**src/rtl/fifo_pkg.sv**
```systemverilog
// Shared FIFO constants used by the controller and the storage array.
// Also holds the operation decode helper used by the occupancy counter.
package fifo_pkg;

  localparam int PTR_W     = 3;
  localparam int DEPTH     = 8;
  localparam int DATA_W    = 12;
  localparam int AF_THRESH = 6;
  localparam int AE_THRESH = 2;

  typedef enum logic [1:0] {
    OP_IDLE = 2'b00,
    OP_WR   = 2'b01,
    OP_RD   = 2'b10,
    OP_BOTH = 2'b11
  } fifo_op_e;

  function automatic fifo_op_e decode_op(input logic wr, input logic rd);
    fifo_op_e op;
    case ({wr, rd})
      2'b10:   op = OP_WR;
      2'b01:   op = OP_RD;
      2'b11:   op = OP_BOTH;
      default: op = OP_IDLE;
    endcase
    return op;
  endfunction

endpackage

```
**src/rtl/fifo_ctrl_if.sv**
```systemverilog
// Handshake, pointer and status bundle between a FIFO user and fifo_ctrl.
// The master drives push/pop; the controller (slave) drives everything else.
interface fifo_ctrl_if #(
  parameter int PTR_W = fifo_pkg::PTR_W
);

  logic             push;
  logic             pop;
  logic             write;
  logic             read;
  logic [PTR_W-1:0] wr_ptr;
  logic [PTR_W-1:0] rd_ptr;
  logic [PTR_W:0]   count;
  logic             full;
  logic             empty;
  logic             almost_full;
  logic             almost_empty;
  logic             overflow;
  logic             underflow;

  modport master (
    output push, pop,
    input  write, read, wr_ptr, rd_ptr, count,
    input  full, empty, almost_full, almost_empty, overflow, underflow
  );

  modport slave (
    input  push, pop,
    output write, read, wr_ptr, rd_ptr, count,
    output full, empty, almost_full, almost_empty, overflow, underflow
  );

endinterface

```
**src/rtl/fifo_ptr.sv**
```systemverilog
// Wrapping PTR_W-bit address counter with synchronous reset and increment enable.
module fifo_ptr #(
  parameter int PTR_W = fifo_pkg::PTR_W
) (
  input  logic             clk,
  input  logic             reset,
  input  logic             inc,
  output logic [PTR_W-1:0] ptr
);

  logic [PTR_W-1:0] ptr_r;

  // Pointer register; the natural PTR_W-bit rollover gives the modulo-DEPTH wrap.
  always_ff @(posedge clk) begin
    if (reset) begin
      ptr_r <= '0;
    end else if (inc) begin
      ptr_r <= ptr_r + PTR_W'(1);
    end else begin
      ptr_r <= ptr_r;
    end
  end

  assign ptr = ptr_r;

endmodule

```
**src/rtl/fifo_ctrl.sv**
```systemverilog
// FIFO controller: accepts push/pop, tracks occupancy and drives memory strobes.
// Define FIFO_CTRL_ERR_EN to implement the sticky overflow/underflow registers.
module fifo_ctrl
  import fifo_pkg::*;
#(
  parameter int DEPTH     = fifo_pkg::DEPTH,
  parameter int PTR_W     = fifo_pkg::PTR_W,
  parameter int AF_THRESH = fifo_pkg::AF_THRESH,
  parameter int AE_THRESH = fifo_pkg::AE_THRESH
) (
  input logic       clk,
  input logic       reset,
  fifo_ctrl_if.slave bus
);

  localparam logic [PTR_W:0] DEPTH_C = (PTR_W+1)'(DEPTH);
  localparam logic [PTR_W:0] AF_C    = (PTR_W+1)'(AF_THRESH);
  localparam logic [PTR_W:0] AE_C    = (PTR_W+1)'(AE_THRESH);
  localparam logic [PTR_W:0] ONE_C   = (PTR_W+1)'(1);

  logic [PTR_W:0]   count_r;
  logic [PTR_W-1:0] wr_ptr_s;
  logic [PTR_W-1:0] rd_ptr_s;
  logic             write_s;
  logic             read_s;
  logic             full_s;
  logic             empty_s;
  logic             af_s;
  logic             ae_s;
  logic             overflow_s;
  logic             underflow_s;
  fifo_op_e         op_s;

  // Status decode from the registered count; reset forces the empty-side view.
  always_comb begin
    full_s  = 1'b0;
    empty_s = 1'b1;
    af_s    = 1'b0;
    ae_s    = 1'b1;
    if (reset) begin
      full_s  = 1'b0;
      empty_s = 1'b1;
      af_s    = 1'b0;
      ae_s    = 1'b1;
    end else begin
      full_s  = (count_r == DEPTH_C);
      empty_s = (count_r == '0);
      af_s    = (count_r >= AF_C);
      ae_s    = (count_r <= AE_C);
    end
  end

  // Accepted strobes are combinational so the memory sees them in the same cycle.
  always_comb begin
    write_s = 1'b0;
    read_s  = 1'b0;
    if (reset) begin
      write_s = 1'b0;
      read_s  = 1'b0;
    end else begin
      write_s = bus.push & ~full_s;
      read_s  = bus.pop & ~empty_s;
    end
  end

  assign op_s = decode_op(write_s, read_s);

  // Occupancy counter; gated strobes keep it within 0..DEPTH.
  always_ff @(posedge clk) begin
    if (reset) begin
      count_r <= '0;
    end else begin
      case (op_s)
        OP_WR:   count_r <= count_r + ONE_C;
        OP_RD:   count_r <= count_r - ONE_C;
        default: count_r <= count_r;
      endcase
    end
  end

  fifo_ptr #(.PTR_W(PTR_W)) u_wr_ptr (
    .clk   (clk),
    .reset (reset),
    .inc   (write_s),
    .ptr   (wr_ptr_s)
  );

  fifo_ptr #(.PTR_W(PTR_W)) u_rd_ptr (
    .clk   (clk),
    .reset (reset),
    .inc   (read_s),
    .ptr   (rd_ptr_s)
  );

`ifdef FIFO_CTRL_ERR_EN
  logic overflow_r;
  logic underflow_r;

  // Sticky error flags: rejected push when full, rejected pop when empty.
  always_ff @(posedge clk) begin
    if (reset) begin
      overflow_r  <= 1'b0;
      underflow_r <= 1'b0;
    end else begin
      overflow_r  <= overflow_r | (bus.push & full_s);
      underflow_r <= underflow_r | (bus.pop & empty_s);
    end
  end

  assign overflow_s  = overflow_r;
  assign underflow_s = underflow_r;
`else
  assign overflow_s  = 1'b0;
  assign underflow_s = 1'b0;
`endif

  assign bus.write        = write_s;
  assign bus.read         = read_s;
  assign bus.wr_ptr       = wr_ptr_s;
  assign bus.rd_ptr       = rd_ptr_s;
  assign bus.count        = count_r;
  assign bus.full         = full_s;
  assign bus.empty        = empty_s;
  assign bus.almost_full  = af_s;
  assign bus.almost_empty = ae_s;
  assign bus.overflow     = overflow_s;
  assign bus.underflow    = underflow_s;

endmodule

```
**src/flat_wrapper.sv**
```systemverilog
// flat-port wrapper written by rule: the top's interface ports become plain ports
module fifo_ctrl_flat import fifo_pkg::*;
#(
  parameter int DEPTH     = fifo_pkg::DEPTH,
  parameter int PTR_W     = fifo_pkg::PTR_W,
  parameter int AF_THRESH = fifo_pkg::AF_THRESH,
  parameter int AE_THRESH = fifo_pkg::AE_THRESH
)
  (clk, reset, bus_push, bus_pop, bus_write, bus_read, bus_wr_ptr, bus_rd_ptr, bus_count, bus_full, bus_empty, bus_almost_full, bus_almost_empty, bus_overflow, bus_underflow);
  fifo_ctrl_if #(.PTR_W(PTR_W)) bus_i ();
  input logic clk;
  input logic reset;
  input wire logic [$bits(bus_i.push)-1:0] bus_push;
  input wire logic [$bits(bus_i.pop)-1:0] bus_pop;
  output wire logic [$bits(bus_i.write)-1:0] bus_write;
  output wire logic [$bits(bus_i.read)-1:0] bus_read;
  output wire logic [$bits(bus_i.wr_ptr)-1:0] bus_wr_ptr;
  output wire logic [$bits(bus_i.rd_ptr)-1:0] bus_rd_ptr;
  output wire logic [$bits(bus_i.count)-1:0] bus_count;
  output wire logic [$bits(bus_i.full)-1:0] bus_full;
  output wire logic [$bits(bus_i.empty)-1:0] bus_empty;
  output wire logic [$bits(bus_i.almost_full)-1:0] bus_almost_full;
  output wire logic [$bits(bus_i.almost_empty)-1:0] bus_almost_empty;
  output wire logic [$bits(bus_i.overflow)-1:0] bus_overflow;
  output wire logic [$bits(bus_i.underflow)-1:0] bus_underflow;
  assign bus_i.push = bus_push;
  assign bus_i.pop = bus_pop;
  assign bus_write = bus_i.write;
  assign bus_read = bus_i.read;
  assign bus_wr_ptr = bus_i.wr_ptr;
  assign bus_rd_ptr = bus_i.rd_ptr;
  assign bus_count = bus_i.count;
  assign bus_full = bus_i.full;
  assign bus_empty = bus_i.empty;
  assign bus_almost_full = bus_i.almost_full;
  assign bus_almost_empty = bus_i.almost_empty;
  assign bus_overflow = bus_i.overflow;
  assign bus_underflow = bus_i.underflow;
  fifo_ctrl #(.DEPTH(DEPTH), .PTR_W(PTR_W), .AF_THRESH(AF_THRESH), .AE_THRESH(AE_THRESH)) u_core (.clk(clk), .reset(reset), .bus(bus_i));
endmodule
```
**config.mk**
```make
export PLATFORM = sky130hd
export DESIGN_NAME = fifo_ctrl_flat
export DESIGN_NICKNAME = d
export VERILOG_FILES = /design/src/rtl/fifo_pkg.sv /design/src/rtl/fifo_ctrl_if.sv /design/src/rtl/fifo_ptr.sv /design/src/rtl/fifo_ctrl.sv /design/src/flat_wrapper.sv
export SDC_FILE = /design/constraint.sdc
export NUM_CORES = 1
export LEC_CHECK = 0
export ABC_AREA = 0
export CORE_MARGIN = 1.5
export CORE_UTILIZATION = 42
export DETAILED_ROUTE_END_ITERATION = 8
export PLACE_DENSITY_LB_ADDON = 0.15
export SYNTH_ARGS = -nofsm -noshare
export SYNTH_HDL_FRONTEND = slang
export SYNTH_SLANG_ARGS = --single-unit
```
**constraint.sdc**
```tcl
create_clock -name clk -period 3.2 [get_ports clk]
set_input_delay 0.64 -clock clk [delete_from_list [all_inputs] [get_ports clk]]
set_output_delay 0.64 -clock clk [all_outputs]
set_load 0.1 [all_outputs]
```
==> flow_metrics.env, run 1 <==
export IMPL_run_status="finished clean"
export IMPL_multiInputGateArea_um2=387
export IMPL_antenna_found_initial=0
export IMPL_combPwrFrac_pct=48.4
export IMPL_area_growth_pct=44.3
export IMPL_via_count=505
export IMPL_p_clk_share_pct=20.1
export IMPL_place_inst=100
export IMPL_dieArea_um2=1720
export IMPL_core_rowCount=13
export IMPL_ant_nets=0
export IMPL_grtUsageTotal_pct=15.4
export IMPL_power_frac_seq_pct=31.4
export IMPL_power_mw=0.472
export IMPL_crit_arrival_ns=2.98
export IMPL_antenna_cells=0
export IMPL_die_x_um=41.5
export IMPL_clkTransAtPathRegs_ns=0.07
export IMPL_hold_violations=0
export IMPL_synth_distinct_cells=23
export IMPL_clockBufferDepth=2
export IMPL_layout_cells_non_filler=104
export IMPL_grt_max_degree=17
export IMPL_root_buffer="clkbuf_4"
export IMPL_ir_drop_uv=340
export IMPL_cts_resized=0
export IMPL_timing_final_crit_period_ns=2.79
export IMPL_ys_seq_area_share_pct=32.2
export IMPL_fin_util_pct=67.3
export IMPL_yosysTopAreaCellShare_pct=32.2
export IMPL_n_fill_cell=112
export IMPL_cts_htree_levels=1
export IMPL_yosysTopAreaCell="dfxtp_1"
export IMPL_clock_sinks=10
export IMPL_drv_cap=0
export IMPL_hp_start="u_core.u_wr_ptr.ptr[2]$_SDFFE_PP0P_"
export IMPL_rsz0062_at_grt="false"
export IMPL_cts_buffers_inserted=3
export IMPL_finalSetupTns_ns=0
export IMPL_power_leakage_nw=0.422
export IMPL_reg2reg_from="u_core.bus.count[1]$_SDFFE_PP0P_"
export IMPL_synth_warnings=0
export IMPL_wl_um=1170
export IMPL_synthTopCellsByArea="dfxtp_1, ha_1, nor2_1"
export IMPL_first_pass_iters=4
export IMPL_ctsHoldBuffers=0
export IMPL_drc=0
export IMPL_postCtsSetupBuffers=0
export IMPL_io_buffer_count=19
export IMPL_wl_per_cell_um=11.2
export IMPL_start_kind="input port"
export IMPL_p_per_area_nw_per_um2=526
export IMPL_gp_congestion=0.693
export IMPL_p_switching_mw=0.221
export IMPL_grt_pass1_wl_um=2000
export IMPL_io_pins=22
export IMPL_min_path_cells=2
export IMPL_drv_slew=0
export IMPL_worst_slack_ns=0.413
export IMPL_viasPerCell=4.86
export IMPL_p_int_mw=0.251
export IMPL_grt_pass1_vias=456
export IMPL_ff2ff_path_depth=9
export IMPL_hold_path_class="reg -> reg"
export IMPL_p_sw_share_pct=46.8
export IMPL_pre_cts_ws_ns=0.153
export IMPL_drive_gt1_share_pct=39.3
export IMPL_coreArea_um2=1330
export IMPL_fin_crit_sh_pct=87.1
export IMPL_fin_skew_ns=0.00846
export IMPL_regArea_um2=210
export IMPL_cts_tree="built"
export IMPL_hpwl_um=865
export IMPL_synth_area_um2=622
export IMPL_syn_avg_cell_area_um2=9.28
export IMPL_holdPathEnd="u_core.u_wr_ptr.ptr[2]$_SDFFE_PP0P_"
export IMPL_worstSetupPathType="in -> reg"
export IMPL_initial_core_util_pct=46.6
export IMPL_syn_inst=67
export IMPL_overflow=0
export IMPL_dieHeight_um=41.5
export IMPL_final_net_count=100
export IMPL_crit_fanout=4
export IMPL_drtIter0Drc=1
export IMPL_cp_required_ns=3.39
export IMPL_ff2ff_setup_slack_ns=0.72
export IMPL_synth_seq_cells=10
export IMPL_endpoint_kind="register"
export IMPL_r2r_end="u_core.bus.count[3]$_SDFFE_PP0P_"
export IMPL_fmax_mhz=359
export IMPL_clkLatencyLatePin_ns=0.27
export IMPL_setup_violations=0
cell type report:
cell class	count	share of cell area (%)
clock buffers	4	2.93
inverters	4	1.67
multi-input cells	50	43.1
flip-flops and latches	10	23.4
well taps	15	2.09
repair buffers	21	26.8
layer usage:
| metal | track usage, % | routed length, µm |
|---|---|---|
| met5 | 0 | 0 |
| met2 | 26.3 | 570 |
| met3 | 5.22 | 73 |
| met1 | 16.7 | 493 |
| met4 | 7.74 | 27 |
layout by cell type, fill, tap and decap left out, types with 2 or more instances in the layout:
| master | instances |
|---|---|
| a21oi_1 | 4 |
| buf_12 | 6 |
| buf_4 | 12 |
| clkbuf_4 | 3 |
| clkdlybuf4s50_1 | 3 |
| conb_1 | 2 |
| dfxtp_1 | 6 |
| dfxtp_2 | 2 |
| dfxtp_4 | 2 |
| ha_1 | 5 |
| inv_1 | 4 |
| mux2i_1 | 4 |
| nor2_1 | 15 |
| or2_2 | 4 |
| xnor2_1 | 2 |
| xor2_1 | 4 |
cell families after synthesis:
| kind of cell | share of synthesized area, % |
|---|---|
| other | 0.603 |
| adder cells (fa/ha/maj) | 13.3 |
| multiplexers | 6.44 |
| XOR/XNOR | 8.45 |
| flip-flops | 32.2 |
| AO/OA/AOI/OAI | 9.46 |
| buffers and inverters | 7.24 |
| AND/OR/NAND/NOR | 22.3 |
power by group through the flow:
stage               logic [mW]  registers [mW]  clock network (mW)
global route             0.239           0.150               0.106
global placement         0.227           0.151                   0
detailed placement       0.229           0.151                   0
CTS                      0.231           0.148              0.0982
floorplan                0.111           0.215                   0
finish                   0.229           0.148              0.0950
Yosys cell counts:
master	instances
nor2_1	15
dfxtp_1	10
ha_1	5
a21oi_1	4
inv_1	4
mux2i_1	4
or2_2	4
xor2_1	4
buf_4	2
xnor2_1	2
a211oi_1	1
a21o_1	1
and4bb_2	1
buf_6	1
clkbuf_1	1
conb_1	1
fa_1	1
nor3b_2	1
nor4_2	1
o211ai_1	1
o21ai_4	1
or2b_2	1
or3_4	1
registers in the layout, summed over array words and instances, names as in the netlist:
| register | count |
|---|---|
| u_core.bus.count | 4 |
| u_core.u_rd_ptr.ptr | 3 |
| u_core.u_wr_ptr.ptr | 3 |
worst max path at each step:
stage                                          start  depth (start not counted)                          endpoint  slack [ns]
floorplan           u_core.bus.count[3]$_SDFFE_PP0P_                          8  u_core.bus.count[3]$_SDFFE_PP0P_       0.003
global placement                               reset                         10  u_core.bus.count[3]$_SDFFE_PP0P_        0.21
detailed placement                             reset                         10  u_core.bus.count[3]$_SDFFE_PP0P_        0.15
CTS                                            reset                         10  u_core.bus.count[3]$_SDFFE_PP0P_        0.40
global route                                   reset                         10  u_core.bus.count[3]$_SDFFE_PP0P_        0.30
finish                                         reset                         10  u_core.bus.count[3]$_SDFFE_PP0P_        0.41
through the flow:
stage	hold WS (ns)	area [µm²]
2_1_floorplan	0.694	642
3_3_place_gp	0.497	871
3_5_place_dp	0.502	871
4_1_cts	0.532	897
5_1_grt	0.555	897
6_report	0.521	897
worst max-delay path: stages:
cell             delay (ns)
clkdlybuf4s50_1        0.41
or2b_2                 0.34
o21ai_4                0.18
or2_2                  0.15
ha_1                   0.22
ha_1                   0.25
a21o_1                 0.17
a21oi_1                0.18
mux2i_1                0.24
mux2i_1                0.19
Power figures use the tool's default switching activity.
==> run 2: changes to the inputs <==
- CTS_BUF_LIST: unset -> sky130_fd_sc_hd__clkbuf_16
==> run 2 against run 1 <==
- setup slack got worse by 0.018 ns
- clock-buffer cell count fell by 1
- combinational power barely moved
- register-to-register slack improved by 0.03 ns
- clock skew fell by 0.0055 ns
- largest power group unchanged
- worst hold slack got worse by 0.0044 ns
- maximum frequency fell by 0.65%
- routed wire length rose by 0.60%
- die area did not move
- critical path depth did not move
- first-iteration DRC count rose to 4.0 times the previous value
- via count fell by 0.79%
==> flow_metrics.env, run 2 (same netlist as run 1, synthesis figures left out) <==
export IMPL_antenna_cells=0
export IMPL_wl_um=1170
export IMPL_grt_pass1_wl_um=1990
export IMPL_core_rowCount=13
export IMPL_cp_required_ns=3.36
export IMPL_layout_common_cells="nor2_1, buf_4, buf_12, dfxtp_1"
export IMPL_reg2reg_from="u_core.bus.count[1]$_SDFFE_PP0P_"
export IMPL_rsz0062_at_grt="false"
export IMPL_power_mw=0.601
export IMPL_wl_per_cell_um=11.3
export IMPL_root_buffer="clkbuf_16"
export IMPL_pre_cts_ws_ns=0.153
export IMPL_drive_gt1_share_pct=39.3
export IMPL_fin_crit_sh_pct=87.7
export IMPL_drc=0
export IMPL_final_net_count=100
export IMPL_ff2ff_path_depth=9
export IMPL_fin_skew_ns=0.00296
export IMPL_cts_resized=0
export IMPL_clkLatencyLatePin_ns=0.24
export IMPL_viasPerCell=4.82
export IMPL_io_buffer_count=19
export IMPL_clkTransAtPathRegs_ns=0.04
export IMPL_endpoint_kind="register"
export IMPL_cts_buffers_inserted=3
export IMPL_crit_arrival_ns=2.97
export IMPL_r2r_end="u_core.bus.count[3]$_SDFFE_PP0P_"
export IMPL_place_inst=100
export IMPL_setup_violations=0
export IMPL_endpoint="u_core.bus.count[3]$_SDFFE_PP0P_"
export IMPL_finalSetupTns_ns=0
export IMPL_postCtsSetupBuffers=0
export IMPL_dpl_instance_area_um2=871
export IMPL_start_kind="input port"
export IMPL_hold_violations=0
export IMPL_ff2ff_setup_slack_ns=0.75
export IMPL_final_common_cell="nor2_1"
export IMPL_drv_slew=0
export IMPL_io_pins=22
export IMPL_area_growth_pct=52.7
export IMPL_n_fill_cell=101
export IMPL_power_leakage_nw=0.449
export IMPL_ir_drop_uv=359
export IMPL_gp_congestion=0.693
export IMPL_fin_area_um2=950
export IMPL_dieArea_um2=1720
export IMPL_cts_tree="built"
export IMPL_grt_pass1_vias=452
export IMPL_drtIter0Drc=4
export IMPL_coreArea_um2=1330
export IMPL_p_per_area_nw_per_um2=633
export IMPL_crit_start="reset"
export IMPL_power_frac_seq_pct=24.8
export IMPL_die_x_um=41.5
export IMPL_ant_nets=0
export IMPL_run_status="finished clean"
export IMPL_grt_max_degree=17
export IMPL_p_int_mw=0.367
export IMPL_dieHeight_um=41.5
export IMPL_combPwrFrac_pct=38.0
export IMPL_p_clk_share_pct=37.2
export IMPL_overflow=0
export IMPL_grtUsageTotal_pct=15.6
export IMPL_timing_final_crit_period_ns=2.81
export IMPL_hold_path_class="reg -> reg"
export IMPL_drv_cap=0
export IMPL_p_sw_share_pct=38.9
export IMPL_ctsHoldBuffers=0
export IMPL_first_pass_iters=4
export IMPL_hpwl_um=865
export IMPL_crit_fanout=4
export IMPL_worst_slack_ns=0.395
export IMPL_largest_register_ffs=4
export IMPL_clockBufferDepth=2
export IMPL_fmax_mhz=356
export IMPL_initial_core_util_pct=46.6
export IMPL_p_switching_mw=0.234
export IMPL_layout_cells_non_filler=104
export IMPL_via_count=501
export IMPL_worstSetupPathType="in -> reg"
export IMPL_clock_sinks=10
export IMPL_antenna_found_initial=0
export IMPL_cts_htree_levels=1
[run 2: worst min-delay path by stage]
| stage | slack [ns] | depth (start not counted) | to | from |
|---|---|---|---|---|
| detailed placement | 0.50 | 2 | u_core.u_wr_ptr.ptr[2]$_SDFFE_PP0P_ | u_core.u_wr_ptr.ptr[2]$_SDFFE_PP0P_ |
| global route | 0.55 | 2 | u_core.u_rd_ptr.ptr[2]$_SDFFE_PP0P_ | u_core.u_rd_ptr.ptr[2]$_SDFFE_PP0P_ |
| floorplan | 0.69 | 2 | u_core.bus.count[2]$_SDFFE_PP0P_ | u_core.bus.count[2]$_SDFFE_PP0P_ |
| global placement | 0.50 | 2 | u_core.u_wr_ptr.ptr[2]$_SDFFE_PP0P_ | u_core.u_wr_ptr.ptr[2]$_SDFFE_PP0P_ |
| CTS | 0.52 | 2 | u_core.u_wr_ptr.ptr[2]$_SDFFE_PP0P_ | u_core.u_wr_ptr.ptr[2]$_SDFFE_PP0P_ |
| finish | 0.52 | 2 | u_core.u_wr_ptr.ptr[2]$_SDFFE_PP0P_ | u_core.u_wr_ptr.ptr[2]$_SDFFE_PP0P_ |
[run 2: metrics by stage]
step	hold slack, ns	util (%)
2_1_floorplan	0.694	-
3_3_place_gp	0.497	65.3
3_5_place_dp	0.502	65.3
4_1_cts	0.524	71.2
5_1_grt	0.548	71.2
6_report	0.517	71.2
[run 2: layout make-up]
class	count	area (µm²)	share of cell area [%]
flip-flops and latches	10	210	22.1
well taps	15	18.8	1.98
repair buffers	21	240	25.3
inverters	4	15.0	1.58
clock buffers	3	75.1	7.91
multi-input cells	50	387	40.7
clock inverters	1	3.75	0.395
[run 2: metal layers]
metal	track usage [%]	routed length [µm]
met5	0	0
met3	9.13	86
met2	24.1	575
met1	17.7	510
met4	5.81	0
[run 2: power by group through the flow]
stage	Clock [mW]	Combinational (mW)	Sequential, mW
floorplan	0	0.111	0.215
global placement	0	0.227	0.151
detailed placement	0	0.229	0.151
CTS	0.229	0.230	0.149
global route	0.238	0.239	0.151
finish	0.224	0.229	0.149
[run 2: critical path: stages]
cell and delay (ns):
clkdlybuf4s50_1 0.41, or2b_2 0.34, o21ai_4 0.18, or2_2 0.15
ha_1 0.20, ha_1 0.25, a21o_1 0.18, a21oi_1 0.19
mux2i_1 0.24, mux2i_1 0.19
==> run 3: changes to the inputs <==
- CTS_CLUSTER_DIAMETER: unset -> 40
==> results of run 3 <==
Final layout, timing and power as in run 2 (identical DEF).
